**src/rtl/btn_pkg.sv**
```systemverilog
// -----------------------------------------------------------------------------
// btn_pkg
// Shared types and helpers for the push-button conditioner.
//   btn_state_t : per-channel classification state (IDLE, PRESSED, LONG)
//   cnt_width() : bits needed to hold a counter value 0..max_val
//   DEF_*       : defaults for the 100 MHz board (100 Hz sample tick, 2 s long press)
// -----------------------------------------------------------------------------
package btn_pkg;

  typedef enum logic [1:0] {
    IDLE    = 2'd0,
    PRESSED = 2'd1,
    LONG    = 2'd2
  } btn_state_t;

  localparam int unsigned DEF_SAMPLE_DIV   = 1000000;
  localparam int unsigned DEF_DEB_SAMPLES  = 4;
  localparam int unsigned DEF_LONG_TICKS   = 200;
  localparam int unsigned DEF_REPEAT_TICKS = 25;

  // Width of a counter that must represent 0..max_val (never less than 1 bit).
  function automatic int unsigned cnt_width(input int unsigned max_val);
    return (max_val < 1) ? 1 : $clog2(max_val + 1);
  endfunction

endpackage

```
**src/rtl/btn_channel.sv**
```systemverilog
// -----------------------------------------------------------------------------
// btn_channel
// One button channel: 2-FF synchroniser, sample-tick debouncer, and the
// tap / long-press classifier with registered one-clk pulses.
// Optional build macro: BTN_AUTO_REPEAT_EN (repeat press_pulse while in LONG).
//
// Ports:
//   clk, rst       system clock, asynchronous active-high reset
//   tick           shared debounce sample strobe (one clk wide)
//   btn_raw        raw asynchronous button input
//   level          debounced pressed level (1 = pressed)
//   press_pulse    one clk on press (and on each auto-repeat when enabled)
//   release_pulse  one clk on release
//   tap_pulse      one clk on release before the long threshold
//   long_pulse     one clk when the hold reaches LONG_TICKS
//   held_long      high from long_pulse until release
//
// state   | meaning
// --------+-------------------------------------------------------
// IDLE    | released, waiting for the debounced level to rise
// PRESSED | held, counting ticks toward the long-press threshold
// LONG    | held past the threshold, waiting for release
// -----------------------------------------------------------------------------
module btn_channel
  import btn_pkg::*;
#(
  parameter int unsigned DEB_SAMPLES  = DEF_DEB_SAMPLES,
  parameter int unsigned LONG_TICKS   = DEF_LONG_TICKS,
  parameter int unsigned REPEAT_TICKS = DEF_REPEAT_TICKS,
  parameter bit          ACTIVE_LOW   = 1'b0
) (
  input  logic clk,
  input  logic rst,
  input  logic tick,
  input  logic btn_raw,
  output logic level,
  output logic press_pulse,
  output logic release_pulse,
  output logic tap_pulse,
  output logic long_pulse,
  output logic held_long
);

  localparam int unsigned       HOLD_W   = cnt_width(LONG_TICKS);
  localparam logic [HOLD_W-1:0] HOLD_MAX = HOLD_W'(LONG_TICKS);

  logic                   sync_q1;
  logic                   sync_q2;
  logic                   pressed_in;
  logic [DEB_SAMPLES-1:0] samples;
  logic [DEB_SAMPLES-1:0] samples_next;
  logic [HOLD_W-1:0]      hold_cnt;
  logic                   rep_fire;

  btn_state_t state;
  btn_state_t state_next;
  logic       press_next;
  logic       release_next;
  logic       tap_next;
  logic       long_next;
  logic       held_next;

  // Synchroniser resets to the released raw value so an active-low input
  // does not look pressed straight out of reset.
  always_ff @(posedge clk or posedge rst) begin
    if (rst) begin
      sync_q1 <= ACTIVE_LOW;
      sync_q2 <= ACTIVE_LOW;
    end else begin
      sync_q1 <= btn_raw;
      sync_q2 <= sync_q1;
    end
  end

  assign pressed_in   = sync_q2 ^ ACTIVE_LOW;
  assign samples_next = {samples[DEB_SAMPLES-2:0], pressed_in};

  // Level follows only a full window of agreeing samples, including the one
  // being shifted in on this tick.
  always_ff @(posedge clk or posedge rst) begin
    if (rst) begin
      samples <= '0;
      level   <= 1'b0;
    end else if (tick) begin
      samples <= samples_next;
      if (&samples_next) begin
        level <= 1'b1;
      end else if (~|samples_next) begin
        level <= 1'b0;
      end
    end
  end

  // Saturating hold counter; cleared whenever the channel is idle.
  always_ff @(posedge clk or posedge rst) begin
    if (rst) begin
      hold_cnt <= '0;
    end else if (state == IDLE) begin
      hold_cnt <= '0;
    end else if (tick && level && (hold_cnt != HOLD_MAX)) begin
      hold_cnt <= hold_cnt + 1'b1;
    end
  end

`ifdef BTN_AUTO_REPEAT_EN
  localparam int unsigned      REP_W   = cnt_width(REPEAT_TICKS);
  localparam logic [REP_W-1:0] REP_MAX = REP_W'(REPEAT_TICKS);

  logic [REP_W-1:0] rep_cnt;

  // Zero outside LONG so it starts fresh on every entry; restarts after each repeat.
  always_ff @(posedge clk or posedge rst) begin
    if (rst) begin
      rep_cnt <= '0;
    end else if ((state != LONG) || rep_fire) begin
      rep_cnt <= '0;
    end else if (tick && level && (rep_cnt != REP_MAX)) begin
      rep_cnt <= rep_cnt + 1'b1;
    end
  end

  // Gated by level so a repeat landing on the release tick is dropped.
  assign rep_fire = (state == LONG) && level && (rep_cnt == REP_MAX);
`else
  logic unused_repeat;
  assign unused_repeat = ^REPEAT_TICKS;
  assign rep_fire      = 1'b0;
`endif

  always_comb begin
    state_next   = state;
    press_next   = 1'b0;
    release_next = 1'b0;
    tap_next     = 1'b0;
    long_next    = 1'b0;
    case (state)
      IDLE: begin
        if (level) begin
          state_next = PRESSED;
          press_next = 1'b1;
        end
      end
      PRESSED: begin
        // Release is checked first so a fall on the threshold tick is a tap.
        if (!level) begin
          state_next   = IDLE;
          release_next = 1'b1;
          tap_next     = 1'b1;
        end else if (hold_cnt == HOLD_MAX) begin
          state_next = LONG;
          long_next  = 1'b1;
        end
      end
      LONG: begin
        if (!level) begin
          state_next   = IDLE;
          release_next = 1'b1;
        end else if (rep_fire) begin
          press_next = 1'b1;
        end
      end
      default: state_next = IDLE;
    endcase
    held_next = (state_next == LONG);
  end

  always_ff @(posedge clk or posedge rst) begin
    if (rst) begin
      state         <= IDLE;
      press_pulse   <= 1'b0;
      release_pulse <= 1'b0;
      tap_pulse     <= 1'b0;
      long_pulse    <= 1'b0;
      held_long     <= 1'b0;
    end else begin
      state         <= state_next;
      press_pulse   <= press_next;
      release_pulse <= release_next;
      tap_pulse     <= tap_next;
      long_pulse    <= long_next;
      held_long     <= held_next;
    end
  end

endmodule

```
**src/rtl/btn_conditioner_multi.sv**
```systemverilog
// -----------------------------------------------------------------------------
// btn_conditioner_multi
// N-channel push-button conditioner: one shared sample-tick divider feeding
// NUM_CH independent btn_channel instances.
// Optional build macro: BTN_AUTO_REPEAT_EN (auto-repeat press_pulse in LONG).
//
// Ports:
//   clk            system clock
//   rst            asynchronous active-high reset
//   btn_in         raw asynchronous button inputs [NUM_CH]
//   level          debounced pressed level, 1 = pressed [NUM_CH]
//   press_pulse    one-clk press pulse [NUM_CH]
//   release_pulse  one-clk release pulse [NUM_CH]
//   tap_pulse      one-clk short-press pulse on release [NUM_CH]
//   long_pulse     one-clk pulse when hold reaches LONG_TICKS [NUM_CH]
//   held_long      high from long_pulse until release [NUM_CH]
// -----------------------------------------------------------------------------
module btn_conditioner_multi
  import btn_pkg::*;
#(
  parameter int unsigned       NUM_CH          = 4,
  parameter int unsigned       SAMPLE_DIV      = DEF_SAMPLE_DIV,
  parameter int unsigned       DEB_SAMPLES     = DEF_DEB_SAMPLES,
  parameter int unsigned       LONG_TICKS      = DEF_LONG_TICKS,
  parameter logic [NUM_CH-1:0] ACTIVE_LOW_MASK = '0,
  parameter int unsigned       REPEAT_TICKS    = DEF_REPEAT_TICKS
) (
  input  logic              clk,
  input  logic              rst,
  input  logic [NUM_CH-1:0] btn_in,
  output logic [NUM_CH-1:0] level,
  output logic [NUM_CH-1:0] press_pulse,
  output logic [NUM_CH-1:0] release_pulse,
  output logic [NUM_CH-1:0] tap_pulse,
  output logic [NUM_CH-1:0] long_pulse,
  output logic [NUM_CH-1:0] held_long
);

  localparam int unsigned DIV_W = cnt_width(SAMPLE_DIV - 1);

  logic [DIV_W-1:0] div_cnt;
  logic             tick;

  assign tick = (div_cnt == DIV_W'(SAMPLE_DIV - 1));

  always_ff @(posedge clk or posedge rst) begin
    if (rst) begin
      div_cnt <= '0;
    end else if (tick) begin
      div_cnt <= '0;
    end else begin
      div_cnt <= div_cnt + 1'b1;
    end
  end

  for (genvar i = 0; i < NUM_CH; i++) begin : g_ch
    btn_channel #(
      .DEB_SAMPLES  (DEB_SAMPLES),
      .LONG_TICKS   (LONG_TICKS),
      .REPEAT_TICKS (REPEAT_TICKS),
      .ACTIVE_LOW   (ACTIVE_LOW_MASK[i])
    ) u_ch (
      .clk           (clk),
      .rst           (rst),
      .tick          (tick),
      .btn_raw       (btn_in[i]),
      .level         (level[i]),
      .press_pulse   (press_pulse[i]),
      .release_pulse (release_pulse[i]),
      .tap_pulse     (tap_pulse[i]),
      .long_pulse    (long_pulse[i]),
      .held_long     (held_long[i])
    );
  end

endmodule

```
**config.mk**
```make
export PLATFORM = sky130hd
export DESIGN_NAME = btn_conditioner_multi
export DESIGN_NICKNAME = d
export VERILOG_FILES = /design/src/rtl/btn_pkg.sv /design/src/rtl/btn_channel.sv /design/src/rtl/btn_conditioner_multi.sv
export SDC_FILE = /design/constraint.sdc
export NUM_CORES = 1
export LEC_CHECK = 0
export ABC_AREA = 1
export ABC_CLOCK_PERIOD_IN_PS = 4550
export CORE_MARGIN = 2
export CORE_UTILIZATION = 39
export CTS_CLUSTER_SIZE = 25
export DETAILED_ROUTE_END_ITERATION = 16
export PLACE_DENSITY_LB_ADDON = 0.12
export SYNTH_ARGS = -nofsm -noshare
export SYNTH_HDL_FRONTEND = slang
export SYNTH_SLANG_ARGS = --single-unit
```
**constraint.sdc**
```tcl
create_clock -name clk -period 4.55 [get_ports clk]
set_input_delay 0.91 -clock clk [delete_from_list [all_inputs] [get_ports clk]]
set_output_delay 0.91 -clock clk [all_outputs]
set_load 0.01 [all_outputs]
```
Word-level counts from Yosys, hierarchy flattened
Index checks and enable logic that the tools add are counted.

word-level totals
  register bits after elaboration = 104
  output and inout port bits = 24
  logic and storage cells = 176

operators by class
  reductions and logical operators = 32
  equality and inequality tests = 25
  multiplexer cells = 69
  add/sub/neg operators = 5

operator list
  operator                                       count
  2-to-1 mux 8 bit                               8
  2-to-1 mux 1 bit                               40
  adder 8 x 1 -> 8 bit, second input constant    4
  == test 8 bit, second input constant           4
  2-to-1 mux 2 bit                               16
  != test 8 bit, second input constant           4
  one-hot mux 2 bit (3 select lines)             4
  adder 20 x 1 -> 20 bit, second input constant  1
  == test 20 bit, second input constant          1
  2-to-1 mux 20 bit                              1
  == test 2 bit, second input constant           8
  AND reduction 4 bit                            4
  OR reduction 4 bit                             4
  == test 2 x 1 -> 1 bit, second input constant  4
  logical AND 1 bit                              8
  zero test 2 bit                                4
  != test 2 x 1 -> 1 bit, second input constant  4
  AND reduction 2 bit                            4
  nonzero test 2 bit                             4
  OR reduction 2 bit                             4

Depth between registers and ports, before layout
Gate-level depths: netlist of run 1.

  depth in word-level cells = 5
  mapped depth = 10
  mapped depth without buffers = 9

Modules after synthesis
From an unflattened synthesis of run 1, not the netlist that was laid out.

unflattened totals
  cell total of the unflattened synthesis = 734
  area total of the unflattened synthesis = 5,803.1 um^2

modules (own cells, without submodules)
  module                 instances  cells each  area an instance (um^2)  sequential area each (um^2)
  btn_channel            4          144         1,151.1                  525.5
  btn_conditioner_multi  1          158         1,198.6                  500.5

Worst setup path before layout of run 1
OpenSTA, ideal clock, no wires.

  path type = flip-flop to flip-flop
  start = register div_cnt[0]
  end = register g_ch[0].u_ch.hold_cnt[0]
  stages on the path, launching flop included = 9
  required time = 4.484 ns
  path slack = 3.106 ns
  arrival = 1.378 ns
  path buffers = 0
  period minus slack after synthesis = 1.444 ns
  cell sequence = dfrtp_1 -> ha_1 -> nand2_1 -> nor2_4 -> nand2_1 -> nand3b_4 -> nor2_8 -> nand3_1 -> nand2_1

on the way
  cells in the longest elaborated chain, start to end = 4

RTL lines
  item                             line                         source
  start, declared                  btn_conditioner_multi.sv:41  logic [DIV_W-1:0] div_cnt;
  start signal, assigned           btn_conditioner_multi.sv:52  div_cnt <= div_cnt + 1'b1;
  == test 20 bit                   btn_conditioner_multi.sv:44  assign tick = (div_cnt == DIV_W'(SAMPLE_DIV - 1));
  logical AND 1 bit (2 in series)  btn_channel.sv:100           end else if (tick && level && (hold_cnt != HOLD_MAX)) begin
  nonzero test 2 bit (no line)     --
  end signal, assigned             btn_channel.sv:101           hold_cnt <= hold_cnt + 1'b1;
  end, declared                    btn_channel.sv:52            logic [HOLD_W-1:0] hold_cnt;

No other way between the ends.
A chain may end at the register's enable or synchronous reset.

Worst setup path after layout of run 1
  start = register g_ch[0].u_ch.level
  end = output port level[0]

RTL lines
  item                    line                         source
  start, declared         btn_channel.sv:36            output logic level,
  start signal, assigned  btn_channel.sv:83            level <= 1'b0;
  start signal, assigned  btn_channel.sv:87            level <= 1'b1;
  start signal, assigned  btn_channel.sv:89            level <= 1'b0;
  end, declared           btn_conditioner_multi.sv:31  output logic [NUM_CH-1:0] level,

No word-level cell between the ends.

==> results of run 1 <==
cell usage after synthesis:
cell        n
buf_4      25
nor3_1     10
nand2_4     1
o21bai_1    1
inv_1     116
nand3_2     2
xor2_1     22
a21oi_1    14
nor2_2      5
xnor2_1     3
nand2_1   133
nand3b_4    1
o211ai_1    1
o21ai_1     2
ha_1       25
o31ai_1     2
nor2_1     78
a21oi_2     2
clkinv_1    1
a21o_1      2
o221ai_1    2
nor2b_1     1
buf_6       2
nor2_8      1
clkbuf_1    7
nand3b_1    5
nor2_4      5
nand3_1    77
o21ai_0    24
dfrtp_1   104
a31oi_1     2
nand4_1    20
nand2_2     4
inv_2       7
buf_2       3
state kept, by name (all words and copies together) (netlist names):
register / flops
g_ch.u_ch.level: 4
g_ch.u_ch.pressed_in: 4
g_ch.u_ch.hold_cnt: 32
g_ch.u_ch.samples: 12
g_ch.u_ch.tap_pulse: 4
g_ch.u_ch.state: 8
g_ch.u_ch.held_long: 4
g_ch.u_ch.long_pulse: 4
div_cnt: 20
g_ch.u_ch.sync_q1: 4
g_ch.u_ch.release_pulse: 4
g_ch.u_ch.press_pulse: 4
cells by family after synthesis:
logic type,after synthesis,share of synthesized area
buffers and inverters,161,0.1252
AO/OA/AOI/OAI,52,0.05115
XOR/XNOR,25,0.03825
flip-flops,104,0.4546
adder cells (fa/ha/maj),25,0.05464
AND/OR/NAND/NOR,343,0.2761
power by group through the flow:
stage	clock network [mW]	logic, mW	registers, mW
floorplan	0	0.0152	0.947
global placement	0	0.0275	0.947
detailed placement	0	0.0282	0.947
CTS	0.773	0.0284	0.929
global route	0.812	0.0309	0.929
finish	0.748	0.0255	0.929
per-stage QoR:
step | total power [mW] | instances
floorplan | 0.9621 | 710
global placement | 0.9748 | 888
detailed placement | 0.9756 | 888
CTS | 1.730 | 904
global route | 1.772 | 904
finish | 1.703 | 904
cell type report:
cell class	instances	share of cell area
clock buffers	11	0.03858
clock inverters	5	0.006164
inverters	124	0.07437
multi-input cells	445	0.3822
flip-flops and latches	104	0.4136
well taps	184	0.03659
repair buffers	31	0.04852
layer usage:
| layer | up-vias | GRT usage | routed length (um) |
|---|---|---|---|
| met5 | - | 0 | 0 |
| met4 | 0 | 0.06078 | 225 |
| met3 | 19 | 0.02610 | 245 |
| met2 | 41 | 0.2270 | 4803 |
| met1 | 1963 | 0.2025 | 5456 |
| li1 | 2208 | - | - |
how the worst min path moves through the flow:
stage                         start                       to  slack, ns  cells after the start
2_1_floorplan  g_ch[0].u_ch.sync_q1  g_ch[0].u_ch.pressed_in       0.33                      0
3_3_place_gp   g_ch[0].u_ch.sync_q1  g_ch[0].u_ch.pressed_in       0.34                      0
3_5_place_dp   g_ch[0].u_ch.sync_q1  g_ch[0].u_ch.pressed_in       0.33                      0
4_1_cts        g_ch[0].u_ch.sync_q1  g_ch[0].u_ch.pressed_in       0.35                      0
5_1_grt        g_ch[0].u_ch.sync_q1  g_ch[0].u_ch.pressed_in       0.36                      0
6_report       g_ch[0].u_ch.sync_q1  g_ch[0].u_ch.pressed_in       0.35                      0
==> results.ini, run 1 <==
[floorplanning]
die-area_um2=15660
core_um2=14420
start_util=0.3969
die_width_um=125.2
fp.dieH_um=125.2
rows=44
io_pins=30

[synthesis]
ys_top_cells_by_area=dfrtp_1, nand2_1, inv_1, nand3_1, ha_1
syn_area_um2=5724
seq_area_frac_synth=0.4546
ys_seq_elements=104
avgSynthCellArea_um2=8.062
synth_cells=710
synth_nets=741
yosysWarnings=0
yosys.cell_types.count=35
synth_top_area_share=0.4546
yosysTopAreaCell=dfrtp_1

[worst_setup_path]
r2r_slack_ns=2.58
critical_path_buf_inv_count=1
crit_chain=clkdlybuf4s50_1
worstPathMaxFanout=9
startpoint_type=flip-flop
timing.critical_path.to=level[0]
cp_top_family=buffers and inverters
critical_path_class=flip-flop to primary output
critPathMaxStageDelay_ns=0.60
crit_slowest_cell=clkdlybuf4s50_1
cp.required_ns=3.64
crit_path_end_kind=primary output
reg2reg_depth=7
r2r-start=div_cnt[0]
crit_start=g_ch[0].u_ch.level
worstSetupPathDepth=1
r2r_end=g_ch[3].u_ch.hold_cnt[2]
crit_arrival_ns=1.45

[global_routing]
grt_usage=0.1461
grt_pass1_vias=4137
grt_max_degree=65
antenna_found_initial=0
grt-ovfl-total=0
grt_pass1_wl_um=19090

[power_and_ir_drop]
peakVddDrop_mv=0.1544
seq_power_share=0.546
switching_share=0.2219
combPwrFrac=0.015
p_clk_frac=0.439
switchingPower_uw=377.8
intPower_mw=1.325
powerDensity_nw_per_um2=270.6
leakagePower_nw=3.324

[timing]
setup_viol=0
finalSetupTns_ns=0
fin_skew_ns=0.005818
hold_ws_ns=0.3508
hold_viol_final=0
worst_slack_ns=2.195
tightest_slew_ns=0.8060
rsz0062_at_grt=false
period_share=0.5176
slew_headroom=0.4627
max_freq_mhz=424.6
slew_viol_final=0
period_minus_slack_ns=2.355

[detailed_routing]
route.detailed.drc=0
drt_wl_total_um=10730
dr.pass1.iters=4
routed_via_density=4.680
drt_iter0_markers=242
via_count=4231
ant_nets=0
routedWlPerCell_um=11.87

[placement]
place_congestion=0.8392
hpwl_um=7562
place_ws_ns=2.184
portBuffers=29
place_area_um2=6011

[cells_and_area]
register_area_um2=2603
multi_input_area_um2=2405
layout.cells.most_common_list=nand2_1, inv_1, dfrtp_1
fin_util=0.4362
area_delta_synth_final_pct=9.923
drive_above_1_share=0.06389
fillers=1433
nNetsFinal=746
final_area_um2=6292
antennaDiodeCount=0
final_common_cell=nand2_1

[clock_tree]
holdBufCountCts=0
clk_pin_slew_ns=0.07
clock-root-buffer=clkbuf_16
clock_latency_ns=0.35
cts_buffers=9
cts_tree=yes
cts_max_level=3
post_cts_buffers=0
cts_sinks=104
cts.repair.resized=0
cts.path.max_buffers=2

[flow_run]
maxCapViolCount=0

[worst_hold_path]
hp-class=flip-flop to flip-flop

[outcome]
status=complete, no violations

Power figures use the tool's default switching activity.
==> run 2, diff against run 1 <==
--- a/config.mk
+++ b/config.mk
@@ -6,7 +6,7 @@
 export NUM_CORES = 1
 export LEC_CHECK = 0
 export ABC_AREA = 1
-export ABC_CLOCK_PERIOD_IN_PS = 4550
+export ABC_CLOCK_PERIOD_IN_PS = 2400
 export CORE_MARGIN = 2
 export CORE_UTILIZATION = 39
 export CTS_CLUSTER_SIZE = 25
==> constraint.sdc (replaced) <==
create_clock -name clk -period 2.4 [get_ports clk]
set_input_delay 0.48 -clock clk [delete_from_list [all_inputs] [get_ports clk]]
set_output_delay 0.48 -clock clk [all_outputs]
set_load 0.01 [all_outputs]
==> run 2 against run 1 <==
  * Utilization up 0.49 points
  * First-iteration DRC count is 14% higher
  * Total power is 90% higher
  * Register-to-register slack got worse by 2.1 ns
  * Largest cell class unchanged
  * Highest routed layer unchanged
==> results.ini, run 2 (synthesis results as in run 1) <==
[worst_setup_path]
startpoint_type=flip-flop
critPathMaxStageDelay_ns=0.60  ; about the same
crit_path_end_kind=primary output
worstPathMaxFanout=9  ; unchanged
critical_path_buf_inv_count=1  ; unchanged
critical_path_class=flip-flop to primary output
cp_top_family=buffers and inverters
crit_slowest_cell=clkdlybuf4s50_1
crit_arrival_ns=1.46  ; about the same
crit_chain=clkdlybuf4s50_1
cp.required_ns=1.92  ; -1.72 ns

[placement]
hpwl_um=7836  ; +3.6%
place_congestion=0.8664  ; +3.2%
portBuffers=29  ; unchanged
place_ws_ns=0.4773  ; -1.707 ns
place_inst=892  ; +0.45%

[floorplanning]
io_pins=30  ; unchanged
die_width_um=125.2  ; unchanged
start_util=0.3969  ; unchanged
fp.dieH_um=125.2  ; unchanged
die-area_um2=15660  ; unchanged
rows=44  ; unchanged
core_um2=14420  ; unchanged

[detailed_routing]
via_count=4294  ; +1.5%
drt_wl_total_um=10790  ; +0.58%
routedWlPerCell_um=11.89  ; +0.13%
ant_nets=0  ; unchanged
drt_iter0_markers=275  ; +14%
route.detailed.drc=0  ; unchanged
routed_via_density=4.729  ; +1.0%
dr.pass1.iters=4  ; unchanged

[timing]
tightest_slew_ns=0.6581  ; -0.1479 ns
fin_skew_ns=0.01145  ; +0.005629 ns
worst_slack_ns=0.4631  ; -1.732 ns
rsz0062_at_grt=false
hold_ws_ns=0.3500  ; -0.0007900 ns
period_minus_slack_ns=1.937
slew_headroom=0.5603  ; +0.09767
setup_viol=0  ; unchanged
max_freq_mhz=516.3
hold_viol_final=0  ; unchanged
period_share=0.8070
slew_viol_final=0  ; unchanged
finalSetupTns_ns=0  ; unchanged

[cells_and_area]
nNetsFinal=750  ; +0.54%
area_delta_synth_final_pct=11.15
register_area_um2=2603  ; unchanged
final_common_cell=nand2_1
drive_above_1_share=0.06906  ; +0.005172
fillers=1454  ; +1.5%
top_regs=g_ch.u_ch.hold_cnt (32), div_cnt (20), g_ch.u_ch.samples (12)
antennaDiodeCount=0  ; unchanged
largest_reg_flops=32  ; unchanged
regMostFlops=g_ch.u_ch.hold_cnt
layout.cells.most_common_list=nand2_1, inv_1, dfrtp_1
multi_input_area_um2=2405  ; unchanged
fin_cells=908  ; +0.44%

[clock_tree]
cts_max_level=3  ; unchanged
clock-root-buffer=clkbuf_16
clk_pin_slew_ns=0.07  ; about the same
cts.path.max_buffers=2  ; unchanged
holdBufCountCts=0  ; unchanged
clock_latency_ns=0.36  ; about the same
cts_buffers=9  ; unchanged
post_cts_buffers=0  ; unchanged
cts.repair.resized=0  ; unchanged
cts_sinks=104  ; unchanged
cts_tree=yes

[global_routing]
grt_usage=0.1523  ; +0.006183
grt_max_degree=39  ; -40%
grt-ovfl-total=0  ; unchanged
antenna_found_initial=0  ; unchanged
grt_pass1_wl_um=19700  ; +3.2%
grt_pass1_vias=4281  ; +3.5%

[power_and_ir_drop]
peakVddDrop_mv=0.2751  ; +78%
powerDensity_nw_per_um2=508.2  ; +88%
leakagePower_nw=3.358  ; +1.0%
power.total_mw=3.233  ; +90%

[outcome]
status=complete, no violations

[flow_run]
maxCapViolCount=0  ; unchanged

[worst_hold_path]
hp-class=flip-flop to flip-flop

## run 2: final cells by class
cell class	count	area share
Clock buffer	11	0.03815
Sequential cell	104	0.4090
Multi-Input combinational cell	445	0.3780
Timing Repair Buffer	35	0.05860
Clock inverter	5	0.006293
Inverter	124	0.07375
Tap cell	184	0.03618
## run 2: report_power, final
part	internal [mW]	total (mW)	switching, mW
logic	0.0188	0.0573	0.0385
registers	1.76	1.76	0.00399
clock network	0.742	1.41	0.671
## run 2: routing by layer
| metal | routed length, um | part of all wire | GRT usage | vias up |
|---|---|---|---|---|
| met5 | 0 | 0 | 0 | - |
| met4 | 199 | 0.018 | 0.05686 | 0 |
| met3 | 342 | 0.032 | 0.03466 | 15 |
| met2 | 4956 | 0.46 | 0.2433 | 55 |
| met1 | 5293 | 0.49 | 0.2032 | 2007 |
| li1 | - | - | - | 2217 |
## run 2: final timing paths
check                                startpoint                       end  slack, ns  cells past startpoint
max                          g_ch[1].u_ch.level                  level[1]       0.46                      1
min                        g_ch[3].u_ch.sync_q1   g_ch[3].u_ch.pressed_in       0.35                      0
max reg2reg                          div_cnt[0]  g_ch[3].u_ch.hold_cnt[4]       0.47                      7
min reg2reg                g_ch[3].u_ch.sync_q1   g_ch[3].u_ch.pressed_in       0.35                      0
max in group asynchronous                   rst               div_cnt[13]       1.23                      3
min in group asynchronous                   rst   g_ch[2].u_ch.samples[1]       0.57                      2
## run 2: stage by stage
| stage | area (um^2) | utilization |
|---|---|---|
| after floorplan | 5728 | - |
| after global placement | 6080 | 0.4215 |
| final | 6362 | 0.4411 |
| after CTS | 6362 | 0.4411 |
| after detailed placement | 6080 | 0.4215 |
| after global routing | 6362 | 0.4411 |
==> run 3, diff against run 2 <==
--- a/config.mk
+++ b/config.mk
@@ -6,7 +6,7 @@
 export NUM_CORES = 1
 export LEC_CHECK = 0
 export ABC_AREA = 1
-export ABC_CLOCK_PERIOD_IN_PS = 2400
+export ABC_CLOCK_PERIOD_IN_PS = 1800
 export CORE_MARGIN = 2
 export CORE_UTILIZATION = 39
 export CTS_CLUSTER_SIZE = 25
==> constraint.sdc (replaced) <==
create_clock -name clk -period 1.8 [get_ports clk]
set_input_delay 0.36 -clock clk [delete_from_list [all_inputs] [get_ports clk]]
set_output_delay 0.36 -clock clk [all_outputs]
set_load 0.01 [all_outputs]
==> run 3 against run 2 <==
  * Clock skew down 0.0040 ns
  * Clock-buffer cell count down 1
  * Setup slack worse by 0.39 ns
  * Global-route usage down 0.82 points
  * First-iteration DRC count down 26%
  * Sequential cell count unchanged
  * Total power up 33%
  * Final cell count up 1.4%
  * Sequential power up 34%
  * Final area up 1.8%
  * Die area unchanged
  * Critical path type unchanged
  * Critical endpoint unchanged
  * Highest routed layer unchanged
==> results.ini, run 3 (synthesis results as in run 1) <==
[detailed_routing]
via_count=4303  ; +0.21%
routed_via_density=4.672  ; -1.2%
route.detailed.drc=0  ; unchanged
routedWlPerCell_um=11.86  ; -0.19%
drt_iter0_markers=203  ; -26%
ant_nets=0  ; unchanged
dr.pass1.iters=4  ; unchanged
drt_wl_total_um=10930  ; +1.2%

[clock_tree]
cts.path.max_buffers=2  ; unchanged
clock_latency_ns=0.35  ; about the same
cts_tree=yes
cts_sinks=104  ; unchanged
cts_buffers=9  ; unchanged
clk_pin_slew_ns=0.07  ; about the same
holdBufCountCts=0  ; unchanged
cts_max_level=3  ; unchanged
clock-root-buffer=clkbuf_16

[worst_setup_path]
r2r_slack_ns=0.13  ; -0.34 ns
critical_path_class=flip-flop to primary output
r2r_end=g_ch[3].u_ch.hold_cnt[6]
r2r-start=div_cnt[0]
worstSetupPathDepth=1  ; unchanged
cp.required_ns=1.44  ; -0.48 ns
critPathMaxStageDelay_ns=0.56  ; -0.04 ns
reg2reg_depth=8  ; +1
crit_path_end_kind=primary output
worstPathMaxFanout=9  ; unchanged
crit_chain=clkdlybuf4s50_1
crit_arrival_ns=1.37  ; -0.09 ns
critical_path_buf_inv_count=1  ; unchanged
crit_slowest_cell=clkdlybuf4s50_1
crit_start=g_ch[1].u_ch.level
startpoint_type=flip-flop
timing.critical_path.to=level[1]
cp_top_family=buffers and inverters

[cells_and_area]
antennaDiodeCount=0  ; unchanged
area_delta_synth_final_pct=13.09
layout.cells.most_common_list=nand2_1, inv_1, dfrtp_1
multi_input_area_um2=2431  ; +1.1%
final_common_cell=nand2_1
fillers=1445  ; -0.62%
top_regs=g_ch.u_ch.hold_cnt (32), div_cnt (20), g_ch.u_ch.samples (12)
regMostFlops=g_ch.u_ch.hold_cnt
drive_above_1_share=0.09498  ; +0.02592
fin_cells=921  ; +1.4%
register_area_um2=2605  ; about the same
nNetsFinal=764  ; +1.9%
largest_reg_flops=32  ; unchanged

[timing]
setup_viol=0  ; unchanged
slew_viol_final=0  ; unchanged
fin_skew_ns=0.007422  ; -0.004025 ns
period_minus_slack_ns=1.729
hold_viol_final=0  ; unchanged
tightest_slew_ns=0.4481  ; -0.2100 ns
finalSetupTns_ns=0  ; unchanged
slew_headroom=0.7009  ; +0.1406
rsz0062_at_grt=false
period_share=0.9604
max_freq_mhz=578.5

[placement]
portBuffers=29  ; unchanged
hpwl_um=7740  ; -1.2%
place_inst=896  ; +0.45%
place_congestion=0.8371  ; -3.4%

[power_and_ir_drop]
switchingPower_uw=953.9  ; +34%
leakagePower_nw=3.409  ; +1.5%
intPower_mw=3.344  ; +33%
powerDensity_nw_per_um2=663.9  ; +31%
switching_share=0.2220  ; +0.001149
seq_power_share=0.547  ; +0.002
peakVddDrop_mv=0.3844  ; +40%
p_clk_frac=0.437  ; about the same
combPwrFrac=0.017  ; about the same

[floorplanning]
fp.dieH_um=125.2  ; unchanged
start_util=0.3969  ; unchanged
core_um2=14420  ; unchanged
rows=44  ; unchanged
die-area_um2=15660  ; unchanged
io_pins=30  ; unchanged
die_width_um=125.2  ; unchanged

[global_routing]
grt-ovfl-total=0  ; unchanged
grt_pass1_wl_um=18840  ; -4.4%
grt_usage=0.1441  ; -0.008230
grt_max_degree=49  ; +26%
grt_pass1_vias=4111  ; -4.0%
antenna_found_initial=0  ; unchanged

[worst_hold_path]
hp-class=primary input to asynchronous set/reset pin

[outcome]
status=complete, no violations

[flow_run]
maxCapViolCount=0  ; unchanged

run 3: changes by cell type in the layout (fill, tap and decap cells not counted), moves of 2 or more:
| cell | change |
|---|---|
| nor2_2 | +2 |
| buf_4 | +14 |
| clkinvlp_4 | +2 |
| dfrtp_2 | +2 |
| nand2_2 | +2 |
| dfrtp_1 | -2 |
| nor2_1 | -2 |
run 3: power groups by stage:
stage	Clock (mW)	Sequential, mW	Combinational, mW
2_1_floorplan	0	2.39	0.0389
3_3_place_gp	0	2.39	0.0770
3_5_place_dp	0	2.39	0.0786
4_1_cts	1.95	2.35	0.0789
5_1_grt	2.03	2.35	0.0851
6_report	1.88	2.35	0.0728
run 3: worst min-delay path by stage:
stage	startpoint	endpoint	slack, ns	cells after the start
3_5_place_dp	g_ch[2].u_ch.sync_q1	g_ch[2].u_ch.pressed_in	0.33	0
4_1_cts	rst	g_ch[2].u_ch.hold_cnt[7]	0.31	2
6_report	rst	g_ch[2].u_ch.hold_cnt[6]	0.32	2
2_1_floorplan	g_ch[0].u_ch.sync_q1	g_ch[0].u_ch.pressed_in	0.33	0
3_3_place_gp	g_ch[0].u_ch.sync_q1	g_ch[0].u_ch.pressed_in	0.33	0
5_1_grt	rst	g_ch[2].u_ch.hold_cnt[7]	0.34	2
run 3: timing repair:
item | 4_1_cts | 5_1_grt
setup buffers | 0 | 9
endpoints found under the hold margin | 0 | 0
gates cloned | 0 | 1
endpoints found under the setup margin | 2 | 31
pin swaps | 0 | 7
resized for setup | 2 | 5
run 3: metal layers:
metal  part of all wire  track usage  wire (um)  vias to the layer above
met3              0.023      0.03209        249                       13
li1                   -            -          -                     2245
met5                  0            0          0                        -
met4              0.015      0.05752        163                        0
met2               0.46       0.2257       5031                       32
met1               0.50       0.1950       5482                     2013
run 3: cell type report:
type                       instances  share of cell area
clock inverter                     5            0.006378
tap                              184             0.03556
sequential                       104              0.4024
inverter                         124             0.07248
timing repair buffer              48             0.07074
clock buffer                      10             0.03692
multi-input combinational        446              0.3755
run 3: through the flow:
stage	utilization	instance area [um^2]	total power [mW]	setup slack, ns	hold WS (ns)
finish	0.4488	6474	4.298	0.07135	0.3203
global route	0.4488	6474	4.463	0.01225	0.3446
CTS	0.4423	6380	4.379	0.04743	0.3150
detailed placement	0.4227	6097	2.473	0.08057	0.3347
global placement	0.4227	6097	2.472	0.1447	0.3331
floorplan	-	5728	2.433	0.1944	0.3312
run 3: worst reg2reg max path, cell delays in order (launching register included):
cell and delay [ns]:
dfrtp_1 0.40, ha_4 0.16, nand2_1 0.08, nor2_4 0.17, nand3_1 0.11, nor2_2 0.15, nand4_1 0.25, nand3_1 0.18
nand2_1 0.06
